==> config.mk <==
export PLATFORM = sky130hd
export DESIGN_NAME = line_arbiter_flat
export DESIGN_NICKNAME = d
export VERILOG_FILES = /design/src/rtl/line_arbiter_if.sv /design/src/rtl/line_arbiter.sv /design/src/flat_wrapper.sv
export SDC_FILE = /design/constraint.sdc
export NUM_CORES = 1
export LEC_CHECK = 0
export ABC_CLOCK_PERIOD_IN_PS = 2350
export BUFFER_PORTS_ARGS = -buffer_cell sky130_fd_sc_hd__buf_2
export CAP_MARGIN = 20
export CELL_PAD_IN_SITES_DETAIL_PLACEMENT = 1
export CELL_PAD_IN_SITES_GLOBAL_PLACEMENT = 2
export CORE_AREA = 5 5 542 544
export DETAILED_ROUTE_END_ITERATION = 16
export DIE_AREA = 0 0 547 549
export PLACE_DENSITY = 0.31
export SLEW_MARGIN = 30
export SYNTH_ARGS = -nofsm -noshare
export SYNTH_HDL_FRONTEND = slang
export SYNTH_SLANG_ARGS = --single-unit
export TNS_END_PERCENT = 20
==> constraint.sdc <==
create_clock -name clk -period 2.35 [get_ports clk]
set_input_delay 0.1175 -clock clk [delete_from_list [all_inputs] [get_ports clk]]
set_output_delay 0.1175 -clock clk [all_outputs]
set_load 0.02 [all_outputs]
==> src/rtl/line_arbiter_if.sv <==
// ---------------------------------------------------------------------------
// line_arbiter_if
// Bundles every signal of the line arbiter: the I-cache miss port, the D-cache
// miss/writeback port and the LLC-side port toward the cacheline adaptor.
//   slave  : the arbiter's view (cache requests and adaptor response in,
//            cache responses and adaptor request out)
//   master : the environment's view (caches + adaptor), directions reversed
// Parameters: LINE_W line width in bits, ADDR_W address width.
// ---------------------------------------------------------------------------
interface line_arbiter_if #(
   parameter int LINE_W = 256,
   parameter int ADDR_W = 32
);
   // I-cache side
   logic [ADDR_W-1:0] i_address;
   logic              i_read;
   logic [LINE_W-1:0] i_line_o;
   logic              i_resp;
   // D-cache side
   logic [ADDR_W-1:0] d_address;
   logic              d_read;
   logic              d_write;
   logic [LINE_W-1:0] d_line_i;
   logic [LINE_W-1:0] d_line_o;
   logic              d_resp;
   // adaptor side
   logic [ADDR_W-1:0] address_o;
   logic              read_o;
   logic              write_o;
   logic [LINE_W-1:0] line_o;
   logic [LINE_W-1:0] line_i;
   logic              resp_i;

   modport slave (
      input  i_address, i_read, d_address, d_read, d_write, d_line_i,
             line_i, resp_i,
      output i_line_o, i_resp, d_line_o, d_resp,
             address_o, read_o, write_o, line_o
   );

   modport master (
      output i_address, i_read, d_address, d_read, d_write, d_line_i,
             line_i, resp_i,
      input  i_line_o, i_resp, d_line_o, d_resp,
             address_o, read_o, write_o, line_o
   );
endinterface

==> src/rtl/line_arbiter.sv <==
// ---------------------------------------------------------------------------
// line_arbiter
// Round-robin arbiter between the I-cache (read-only) and D-cache (read/write)
// line miss ports, feeding the single LLC-side port of the cacheline adaptor.
// The winning request's line-aligned address and write line are registered
// and held until the adaptor answers; returned read lines are captured into
// one buffer that feeds both caches, and a one-cycle resp goes to the winner.
// Ports:
//   clk      clock, all state on the rising edge
//   reset_n  asynchronous active-low reset
//   bus      line_arbiter_if.slave (cache ports in/out, adaptor port out/in)
// Every output is a flop; there is no combinational input->output path.
// ---------------------------------------------------------------------------
module line_arbiter #(
   parameter int LINE_W = 256,
   parameter int ADDR_W = 32,
   parameter int OFFS_W = 5
) (
   input  logic          clk,
   input  logic          reset_n,
   line_arbiter_if.slave bus
);

   typedef enum logic [1:0] {IDLE, RD, WR, RET} state_e;

   state_e            state_q, state_d;
   logic              last_d_q, last_d_d;   // 1: D served last / currently granted
   logic [ADDR_W-1:0] addr_q, addr_d;
   logic [LINE_W-1:0] wline_q, wline_d;
   logic [LINE_W-1:0] rline_q, rline_d;
   logic              read_q, read_d;
   logic              write_q, write_d;
   logic              i_resp_q, i_resp_d;
   logic              d_resp_q, d_resp_d;

   logic              d_req, i_req, pick_d;
   logic [ADDR_W-1:0] i_aligned, d_aligned;

   assign i_aligned = {bus.i_address[ADDR_W-1:OFFS_W], {OFFS_W{1'b0}}};
   assign d_aligned = {bus.d_address[ADDR_W-1:OFFS_W], {OFFS_W{1'b0}}};

   always_comb begin
      state_d  = state_q;
      last_d_d = last_d_q;
      addr_d   = addr_q;
      wline_d  = wline_q;
      rline_d  = rline_q;
      read_d   = read_q;
      write_d  = write_q;
      i_resp_d = 1'b0;
      d_resp_d = 1'b0;
      d_req    = bus.d_read | bus.d_write;
      i_req    = bus.i_read;
      // On a tie D wins only if I was served last.
      pick_d   = d_req & (~i_req | ~last_d_q);

      unique case (state_q)
         IDLE: begin
            if (d_req | i_req) begin
               last_d_d = pick_d;
               addr_d   = pick_d ? d_aligned : i_aligned;
               // A D request with both read and write set is treated as a write.
               if (pick_d & bus.d_write) begin
                  wline_d = bus.d_line_i;
                  write_d = 1'b1;
                  state_d = WR;
               end else begin
                  read_d  = 1'b1;
                  state_d = RD;
               end
            end
         end
         RD: begin
            if (bus.resp_i) begin
               read_d   = 1'b0;
               rline_d  = bus.line_i;
               // Responses are launched here so they are visible during RET.
               i_resp_d = ~last_d_q;
               d_resp_d = last_d_q;
               state_d  = RET;
            end
         end
         WR: begin
            if (bus.resp_i) begin
               write_d  = 1'b0;
               i_resp_d = ~last_d_q;
               d_resp_d = last_d_q;
               state_d  = RET;
            end
         end
         RET:     state_d = IDLE;
         default: state_d = IDLE;
      endcase
   end

   always_ff @(posedge clk or negedge reset_n) begin
      if (!reset_n) begin
         state_q  <= IDLE;
         last_d_q <= 1'b0;
         addr_q   <= '0;
         wline_q  <= '0;
         rline_q  <= '0;
         read_q   <= 1'b0;
         write_q  <= 1'b0;
         i_resp_q <= 1'b0;
         d_resp_q <= 1'b0;
      end else begin
         state_q  <= state_d;
         last_d_q <= last_d_d;
         addr_q   <= addr_d;
         wline_q  <= wline_d;
         rline_q  <= rline_d;
         read_q   <= read_d;
         write_q  <= write_d;
         i_resp_q <= i_resp_d;
         d_resp_q <= d_resp_d;
      end
   end

   assign bus.address_o = addr_q;
   assign bus.read_o    = read_q;
   assign bus.write_o   = write_q;
   assign bus.line_o    = wline_q;
   assign bus.i_line_o  = rline_q;
   assign bus.d_line_o  = rline_q;
   assign bus.i_resp    = i_resp_q;
   assign bus.d_resp    = d_resp_q;

endmodule

==> src/flat_wrapper.sv <==
// flat-port wrapper written by rule: the top's interface ports become plain ports
module line_arbiter_flat 
#(
   parameter int LINE_W = 256,
   parameter int ADDR_W = 32,
   parameter int OFFS_W = 5
)
  (clk, reset_n, bus_i_address, bus_i_read, bus_d_address, bus_d_read, bus_d_write, bus_d_line_i, bus_line_i, bus_resp_i, bus_i_line_o, bus_i_resp, bus_d_line_o, bus_d_resp, bus_address_o, bus_read_o, bus_write_o, bus_line_o);
  line_arbiter_if #(.LINE_W(LINE_W), .ADDR_W(ADDR_W)) bus_i ();
  input  logic clk;
  input  logic reset_n;
  input wire logic [$bits(bus_i.i_address)-1:0] bus_i_address;
  input wire logic [$bits(bus_i.i_read)-1:0] bus_i_read;
  input wire logic [$bits(bus_i.d_address)-1:0] bus_d_address;
  input wire logic [$bits(bus_i.d_read)-1:0] bus_d_read;
  input wire logic [$bits(bus_i.d_write)-1:0] bus_d_write;
  input wire logic [$bits(bus_i.d_line_i)-1:0] bus_d_line_i;
  input wire logic [$bits(bus_i.line_i)-1:0] bus_line_i;
  input wire logic [$bits(bus_i.resp_i)-1:0] bus_resp_i;
  output wire logic [$bits(bus_i.i_line_o)-1:0] bus_i_line_o;
  output wire logic [$bits(bus_i.i_resp)-1:0] bus_i_resp;
  output wire logic [$bits(bus_i.d_line_o)-1:0] bus_d_line_o;
  output wire logic [$bits(bus_i.d_resp)-1:0] bus_d_resp;
  output wire logic [$bits(bus_i.address_o)-1:0] bus_address_o;
  output wire logic [$bits(bus_i.read_o)-1:0] bus_read_o;
  output wire logic [$bits(bus_i.write_o)-1:0] bus_write_o;
  output wire logic [$bits(bus_i.line_o)-1:0] bus_line_o;
  assign bus_i.i_address = bus_i_address;
  assign bus_i.i_read = bus_i_read;
  assign bus_i.d_address = bus_d_address;
  assign bus_i.d_read = bus_d_read;
  assign bus_i.d_write = bus_d_write;
  assign bus_i.d_line_i = bus_d_line_i;
  assign bus_i.line_i = bus_line_i;
  assign bus_i.resp_i = bus_resp_i;
  assign bus_i_line_o = bus_i.i_line_o;
  assign bus_i_resp = bus_i.i_resp;
  assign bus_d_line_o = bus_i.d_line_o;
  assign bus_d_resp = bus_i.d_resp;
  assign bus_address_o = bus_i.address_o;
  assign bus_read_o = bus_i.read_o;
  assign bus_write_o = bus_i.write_o;
  assign bus_line_o = bus_i.line_o;
  line_arbiter #(.LINE_W(LINE_W), .ADDR_W(ADDR_W), .OFFS_W(OFFS_W)) u_core (.clk(clk), .reset_n(reset_n), .bus(bus_i));
endmodule
After elaboration in Yosys (flattened, before gate mapping) --
Cells that the tools add are included.
Word-level totals: flip-flop bits (word level) 551, bits of input ports 582
Cells by class: equality and inequality tests 9, muxes and demuxes 16, bitwise logic cells 7, reduce and logical (&&, ||, !) cells 10
Operator list (number):
- $mux 32 | 1
- $mux 1 | 9
- $reduce_and 4->1 | 2
- $mux 2 | 3
- $ne 2x1->1 const B | 3
- $ne 2x2->1 const B | 3
- $pmux 2 s3 | 1
- $reduce_and 2->1 | 3
- $eq 2x2->1 const B | 2
- $pmux 1 s2 | 2
- $reduce_bool 2->1 | 2
- $or 1x1->1 | 3
- $reduce_and 3->1 | 1
- $and 1x1->1 | 2
- $eq 2x1->1 const B | 1
- $logic_not 2->1 | 1
- $not 1->1 | 2
- $reduce_or 2->1 | 1

Longest topological paths before layout --
Gate-level depths: netlist (run 1).
depth after elaboration 7, mapped depth 8

Worst setup path before layout (run 1) --
OpenSTA, ideal clock, no wires.
path type register to register, start reg u_core.state_q[0], end reg u_core.wline_q[226] (netlist: u_core.bus.line_o[226]), arrival 1.775 ns, slack 0.451 ns, stages on the path, launching flop included 9, path buffers 4, period minus slack after synthesis 1.899 ns, cells stage by stage dfrtp_1 inv_1 ha_1 clkbuf_1 and2_4 buf_6 buf_6 buf_6 mux2_2
Between the ends: word-level cells in the longest chain between the ends 2
Ends and longest elaborated chain:
- from (decl) | RTL line line_arbiter.sv:26 | state_e state_q, state_d;
- from (signal assigned) | RTL line line_arbiter.sv:108 | state_q <= state_d;
- $logic_not 2->1 | RTL line line_arbiter.sv:57 | unique case (state_q)
- $reduce_and 3->1 (no source line)
- to (signal assigned) | RTL line line_arbiter.sv:111 | wline_q <= wline_d;
- to (decl) | RTL line line_arbiter.sv:29 | logic [LINE_W-1:0] wline_q, wline_d;
Every way passes these cells. A chain may end at the register's enable or synchronous reset.

Final worst setup path (run 1) --
start reg u_core.state_q[0], end reg u_core.wline_q[136] (netlist: u_core.bus.line_o[136])
The elaborated chain is that of the path after synthesis.

==> results of run 1 <==
-- cell families after synthesis --
family                   synth area share, %
flip-flops                              57.6
AO/OA/AOI/OAI                          0.966
other                                 0.0158
buffers and inverters                   11.3
AND/OR/NAND/NOR                        0.670
multiplexers                            29.1
adder cells (fa/ha/maj)                0.317
-- worst max-delay path, stage by stage (launching register included) --
cell and delay (ns):
dfrtp_1 0.41, inv_1 0.15, ha_1 0.19, and2_4 0.36, buf_12 0.21, buf_12 0.24, mux2_4 0.32
-- cell type report --
cell class	count	area, sq um	share of cell area (%)
Clock inverter	18	199	0.472
Sequential cell	546	13700	32.4
Inverter	4	15.0	0.0356
Clock buffer	131	2560	6.08
Multi-Input combinational cell	631	7430	17.6
Tap cell	3800	4750	11.3
Timing Repair Buffer	2024	13400	31.9
Antenna cell	27	67.6	0.160
-- per-stage QoR --
stage / std cells / setup WS, ns / power (uW)
5_1_grt: 7163 / 0.0866 / 67900
4_1_cts: 7154 / 0.136 / 66300
3_3_place_gp: 6431 / 0.150 / 51400
3_5_place_dp: 6431 / 0.135 / 51400
6_report: 7181 / 0.246 / 64100
2_1_floorplan: 1509 / 0.451 / 37600
-- routing by layer --
layer / track usage [%] / vias to the layer above / part of all wire, %
li1: - / 8555 / -
met1: 14.0 / 9525 / 43
met2: 17.3 / 1043 / 44
met3: 4.95 / 222 / 11
met4: 2.31 / 46 / 2.1
met5: 0 / - / 0.15
-- power by group through the flow --
stage               logic (uW)  registers (uW)  clock network (uW)
finish                   32600           18500               13000
global route             34700           19200               14000
CTS                      33700           18700               13800
detailed placement       32600           18800                   0
global placement         32700           18700                   0
floorplan                14500           23000                   0
-- Yosys cell counts --
cell	number	area share (%)
conb_1	1	0.016
o211ai_1	1	0.032
mux2i_1	30	1.3
buf_6	5	0.24
o2bb2ai_1	1	0.037
nor2_1	2	0.032
buf_4	266	8.4
mux2_2	292	14
nor2b_1	1	0.026
a21boi_4	1	0.079
buf_12	22	1.9
o21ai_0	30	0.63
o31ai_1	1	0.032
nor3_1	1	0.021
o221ai_1	2	0.074
mux2_4	221	14
and3_1	1	0.026
nand2_1	30	0.47
o22a_1	1	0.037
ha_1	6	0.32
buf_2	26	0.55
dfrtp_1	546	58
a21oi_1	2	0.042
clkbuf_1	9	0.14
and2_4	1	0.037
inv_1	4	0.063
nand2b_1	2	0.053
-- timing repair --
item	CTS	global route
hold buffers	574	0
endpoints found under the setup margin	0	0
endpoints found under the hold margin	1092	0
-- state kept, by name, summed over array words and instances, names as in the netlist --
register,flops
u_core.last_d_q,1
u_core.bus.address_o,27
u_core.bus.line_o,256
u_core.bus.i_resp,1
u_core.bus.d_resp,1
u_core.bus.write_o,1
u_core.state_q,2
u_core.bus.d_line_o,256
u_core.bus.read_o,1
-- final timing paths --
path                                                from                        to  slack, ns  depth (start not counted)
worst min register to register  u_core.bus.address_o[17]  u_core.bus.address_o[17]       0.48                          2
worst min-delay path                             reset_n         u_core.state_q[1]       0.12                          3
min in group clk                        bus_d_line_i[70]     u_core.bus.line_o[70]       0.12                          3
worst max-delay path                   u_core.state_q[0]    u_core.bus.line_o[136]       0.25                          6
worst max register to register         u_core.state_q[0]    u_core.bus.line_o[136]       0.25                          6
max in group asynchronous                        reset_n  u_core.bus.d_line_o[126]       1.54                          4
==> metrics.cfg, run 1 <==
[status]
outcome=complete, no violations

[clocking]
h-tree-depth=3
clock-root-buffer=clkbuf_16
post_cts_resized=0
clockBufferDepth=4
clkSinkCount=546
post-cts-setup-buffers=0
tritoncts=built
cts_buffers=87
insertion_delay_ns=0.75
cts.clk_slew.worst_paths_ns=0.06

[route]
ant_nets=0
routed_wl_mm=173
first_pass_iters=4
vias=19391
drc=0
first_iter_violations=511
vias_per_cell=2.70
post_drt_wl_per_cell_um=24.2

[timing]
finalCritPeriodShare_pct=89.5
whs_ns=0.120
rsz0062_at_grt=no
hold_viol=0
fin_setup_tns_ns=0
max_freq_mhz=475
fin_crit_ns=2.10
worst_pin_slew_ns=0.865
drv_slew=0
relSlewSlack_pct=42.4
setup_viol=0
fin_skew_ns=0.0312

[layout]
synthToLayoutAreaGrowth_pct=77.7
final_core_util_pct=14.6
final_cell_area_sq_um=42100
layout_common_cells=1,370 x buf_2, 573 x dlygate4sd3_1, 546 x dfrtp_1
drive_gt1_share_pct=62.5
fillers=33361
final_common_cell=buf_2
final_nets=3882

[power]
ir_drop_mv=0.553
p_leak_uw=0.0194
p_sw_uw=29900
pwr-share-clk_pct=20.2
powerDensity_nw_per_um2=1520
power.share.switching_pct=46.7
seqPwrFrac_pct=28.9
combPwrFrac_pct=50.9
p_int_uw=34200

[global_route]
grt_pass1_wl_mm=223
grt_max_degree=81
grt_usage_pct=11.1
antenna_found_initial=92
grt_pass1_vias=21577
grt_overflow=0

[floorplan]
die_x_um=547
core_sq_um=289000
rows=198
initial_utilization_pct=8.20
ios=1386
dieHeight_um=549
die-area_sq_um=300000

[placed_design]
placed_area_sq_um=33600
dp_hpwl_mm=148
io_buffers=1370
gp_congestion=0.781

[setup_path]
critical_path_class=reg2reg
worstPathMaxFanout=23
start_kind=flip-flop
crit_required_ns=2.97
arrival_ns=2.72
end_kind=flip-flop

[synthesis]
netlist_area_sq_um=23700
avgSynthCellArea_sq_um=15.8
synth.distinct_cells=27
synthCells=1505
ys_seq_elements=546
ys.warnings.count=0
synth-seq-area-share_pct=57.6

[min_path]
hp-class=in2async

[job]
maxCapViolations=0

No activity file was read; power rests on OpenSTA's default activity.
==> run 2: changes to the inputs <==
--- a/config.mk
+++ b/config.mk
@@ -13,7 +13,8 @@
 export CORE_AREA = 5 5 542 544
 export DETAILED_ROUTE_END_ITERATION = 16
 export DIE_AREA = 0 0 547 549
-export PLACE_DENSITY = 0.31
+export GPL_TIMING_DRIVEN = 0
+export PLACE_DENSITY_LB_ADDON = 0.08
 export SLEW_MARGIN = 30
 export SYNTH_ARGS = -nofsm -noshare
 export SYNTH_HDL_FRONTEND = slang
==> run 2 against run 1 <==
Compared with the run above: core utilization increased by 0.78 points; die area unchanged; sequential power increased by 3%; largest cell class is now non-clock buffers.
==> metrics.cfg, run 2 (same netlist as run 1, synthesis figures left out) <==
[floorplan]
core_sq_um=289000  ; unchanged
die-area_sq_um=300000  ; unchanged
die_x_um=547  ; unchanged
ios=1386  ; unchanged
rows=198  ; unchanged
initial_utilization_pct=8.20  ; unchanged
dieHeight_um=549  ; unchanged

[global_route]
grt_overflow=0  ; unchanged
grt_usage_pct=10.8  ; was 11.1%
grt_pass1_vias=22859  ; was 21.6k
grt_pass1_wl_mm=221  ; was 223 mm
grt_max_degree=86  ; was 81
antenna_found_initial=91  ; was 92

[setup_path]
crit_cells=6  ; unchanged
crit_slowest_cell=dlygate4sd3_1  ; was dfrtp_1
critical-path-top-delay-family=buffers and inverters  ; unchanged
arrival_ns=2.74  ; was 2.72 ns
start_kind=flip-flop  ; unchanged
crit_chain=o2bb2ai_1, buf_4, buf_4, mux2i_1, dlygate4sd3_1, o21ai_0  ; was inv_1, ha_1, and2_4, buf_12, buf_12, mux2_4
critical_path.endpoint=u_core.bus.address_o[19]  ; was u_core.bus.line_o[136]
crit_top_cell=buf_4  ; was buf_12
worstRegToRegCells=6  ; unchanged
max_stage_delay_ns=0.59  ; was 0.41 ns
critical_path_class=reg2reg  ; unchanged
worstPathMaxFanout=10  ; was 23
reg2reg_from=u_core.last_d_q  ; was u_core.state_q[0]
end_kind=flip-flop  ; unchanged
r2r_setup_slack_ns=0.19  ; was 0.25 ns
path_buf_inv=3  ; unchanged
worstReg2RegEnd=u_core.bus.address_o[19]  ; was u_core.bus.line_o[136]
crit_required_ns=2.92  ; was 2.97 ns
critPathLaunch=u_core.last_d_q  ; was u_core.state_q[0]

[timing]
relSlewSlack_pct=54.5  ; was 42.4%
fin_crit_ns=2.16  ; was 2.10 ns
finalCritPeriodShare_pct=92.0  ; was 89.5%
setup_viol=0  ; unchanged
rsz0062_at_grt=no  ; unchanged
worst_pin_slew_ns=0.682  ; was 0.865 ns
max_freq_mhz=463  ; was 475 MHz
hold_viol=0  ; unchanged
fin_skew_ns=0.0512  ; was 0.0312 ns
drv_slew=0  ; unchanged

[clocking]
cts_buffers=88  ; was 87
cts.clk_slew.worst_paths_ns=0.06  ; about the same
post-cts-setup-buffers=0  ; unchanged
tritoncts=built  ; unchanged
h-tree-depth=3  ; unchanged
clock-root-buffer=clkbuf_16  ; unchanged
insertion_delay_ns=0.71  ; was 0.75 ns
clkSinkCount=546  ; unchanged
clockBufferDepth=3  ; was 4

[placed_design]
io_buffers=1370  ; unchanged
placed_area_sq_um=35500  ; was 33,600 sq um
gp_congestion=0.733  ; was 0.781
dp_hpwl_mm=141  ; was 148 mm

[min_path]
hp-class=in2reg  ; was in2async

[power]
powerDensity_nw_per_um2=1500  ; was 1520 nW/um^2
ir_drop_mv=0.469  ; was 0.553 mV
p_leak_uw=0.0207  ; was 0.0194 uW
power_uw=66700  ; was 64,100 uW

[route]
first_iter_violations=449  ; was 511
vias=20063  ; was 19.4k
first_pass_iters=4  ; unchanged
vias_per_cell=2.69  ; was 2.70
routed_wl_mm=169  ; was 173 mm
post_drt_wl_per_cell_um=22.7  ; was 24.2 um
drc=0  ; unchanged
ant_nets=0  ; unchanged

[status]
outcome=complete, no violations  ; unchanged

[layout]
final_core_util_pct=15.4  ; was 14.6%
final_common_cell=buf_2  ; unchanged
drive_gt1_share_pct=65.1  ; was 62.5%
final_cell_area_sq_um=44400  ; was 42,100 sq um
layout_common_cells=1,382 x buf_2, 573 x dlygate4sd3_1, 545 x dfrtp_1  ; was 1,370 x buf_2, 573 x dlygate4sd3_1, 546 x dfrtp_1
final_nets=4137  ; was 3,882
synthToLayoutAreaGrowth_pct=87.2  ; was 77.7%

[job]
maxCapViolations=0  ; unchanged

run 2: through the flow:
stage / hold WS [ns] / worst slack, ns / std cells / TNS (ns)
after CTS: 0.0226 / -0.0524 / 7414 / -2.02
after global routing: 0.0734 / 0.000437 / 7435 / 0
final: 0.162 / 0.188 / 7448 / 0
after global placement: 0.349 / -14.66 / 6679 / -8044.58
after detailed placement: -0.0223 / -0.760 / 6686 / -118.80
after floorplan: -0.178 / 0.451 / 1509 / 0
run 2: per-layer routing:
layer  global-route usage [%]  wire, um  vias up
li1                         -         -     9055
met3                     3.81     13100      219
met2                     19.6     85800      931
met1                     12.0     65200     9828
met4                     2.77      4370       30
met5                        0       194        -
run 2: what timing repair did:
| action | CTS | global route |
|---|---|---|
| gates resized for setup | 11 | 13 |
| hold buffers | 574 | 0 |
| setup endpoints to repair | 491 | 217 |
| endpoints found under the hold margin | 735 | 0 |
run 2: worst min path at each step:
stage | from | endpoint | cells past startpoint
after floorplan | reset_n | u_core.bus.address_o[10] | 0
after global placement | bus_line_i[47] | u_core.bus.d_line_o[47] | 2
after detailed placement | reset_n | u_core.bus.line_o[189] | 1
after CTS | bus_d_line_i[107] | u_core.bus.line_o[107] | 3
after global routing | bus_d_line_i[107] | u_core.bus.line_o[107] | 3
final | bus_d_line_i[107] | u_core.bus.line_o[107] | 3
run 2: cell type report:
class,count,area [sq um]
Fill cell,33287,245000
Multi-Input combinational cell,631,7390
Inverter,4,15.0
Timing Repair Buffer,1951,12800
Buffer,327,2700
Sequential cell,546,13700
Clock inverter,32,477
Antenna cell,34,85.1
Clock buffer,123,2470
Tap cell,3800,4750
run 2: power by group:
part	internal [uW]	total [uW]	switching, uW
combinational	14700	33800	19100
clock	8170	13900	5720
sequential	14300	19100	4820
total	37100	66700	29600
run 2: worst reg2reg max path, cell delays in order (launching register included):
cell and delay, ns:
dfrtp_2 0.45, o2bb2ai_1 0.13, buf_4 0.28, buf_4 0.28
mux2i_1 0.24, dlygate4sd3_1 0.59, o21ai_0 0.07
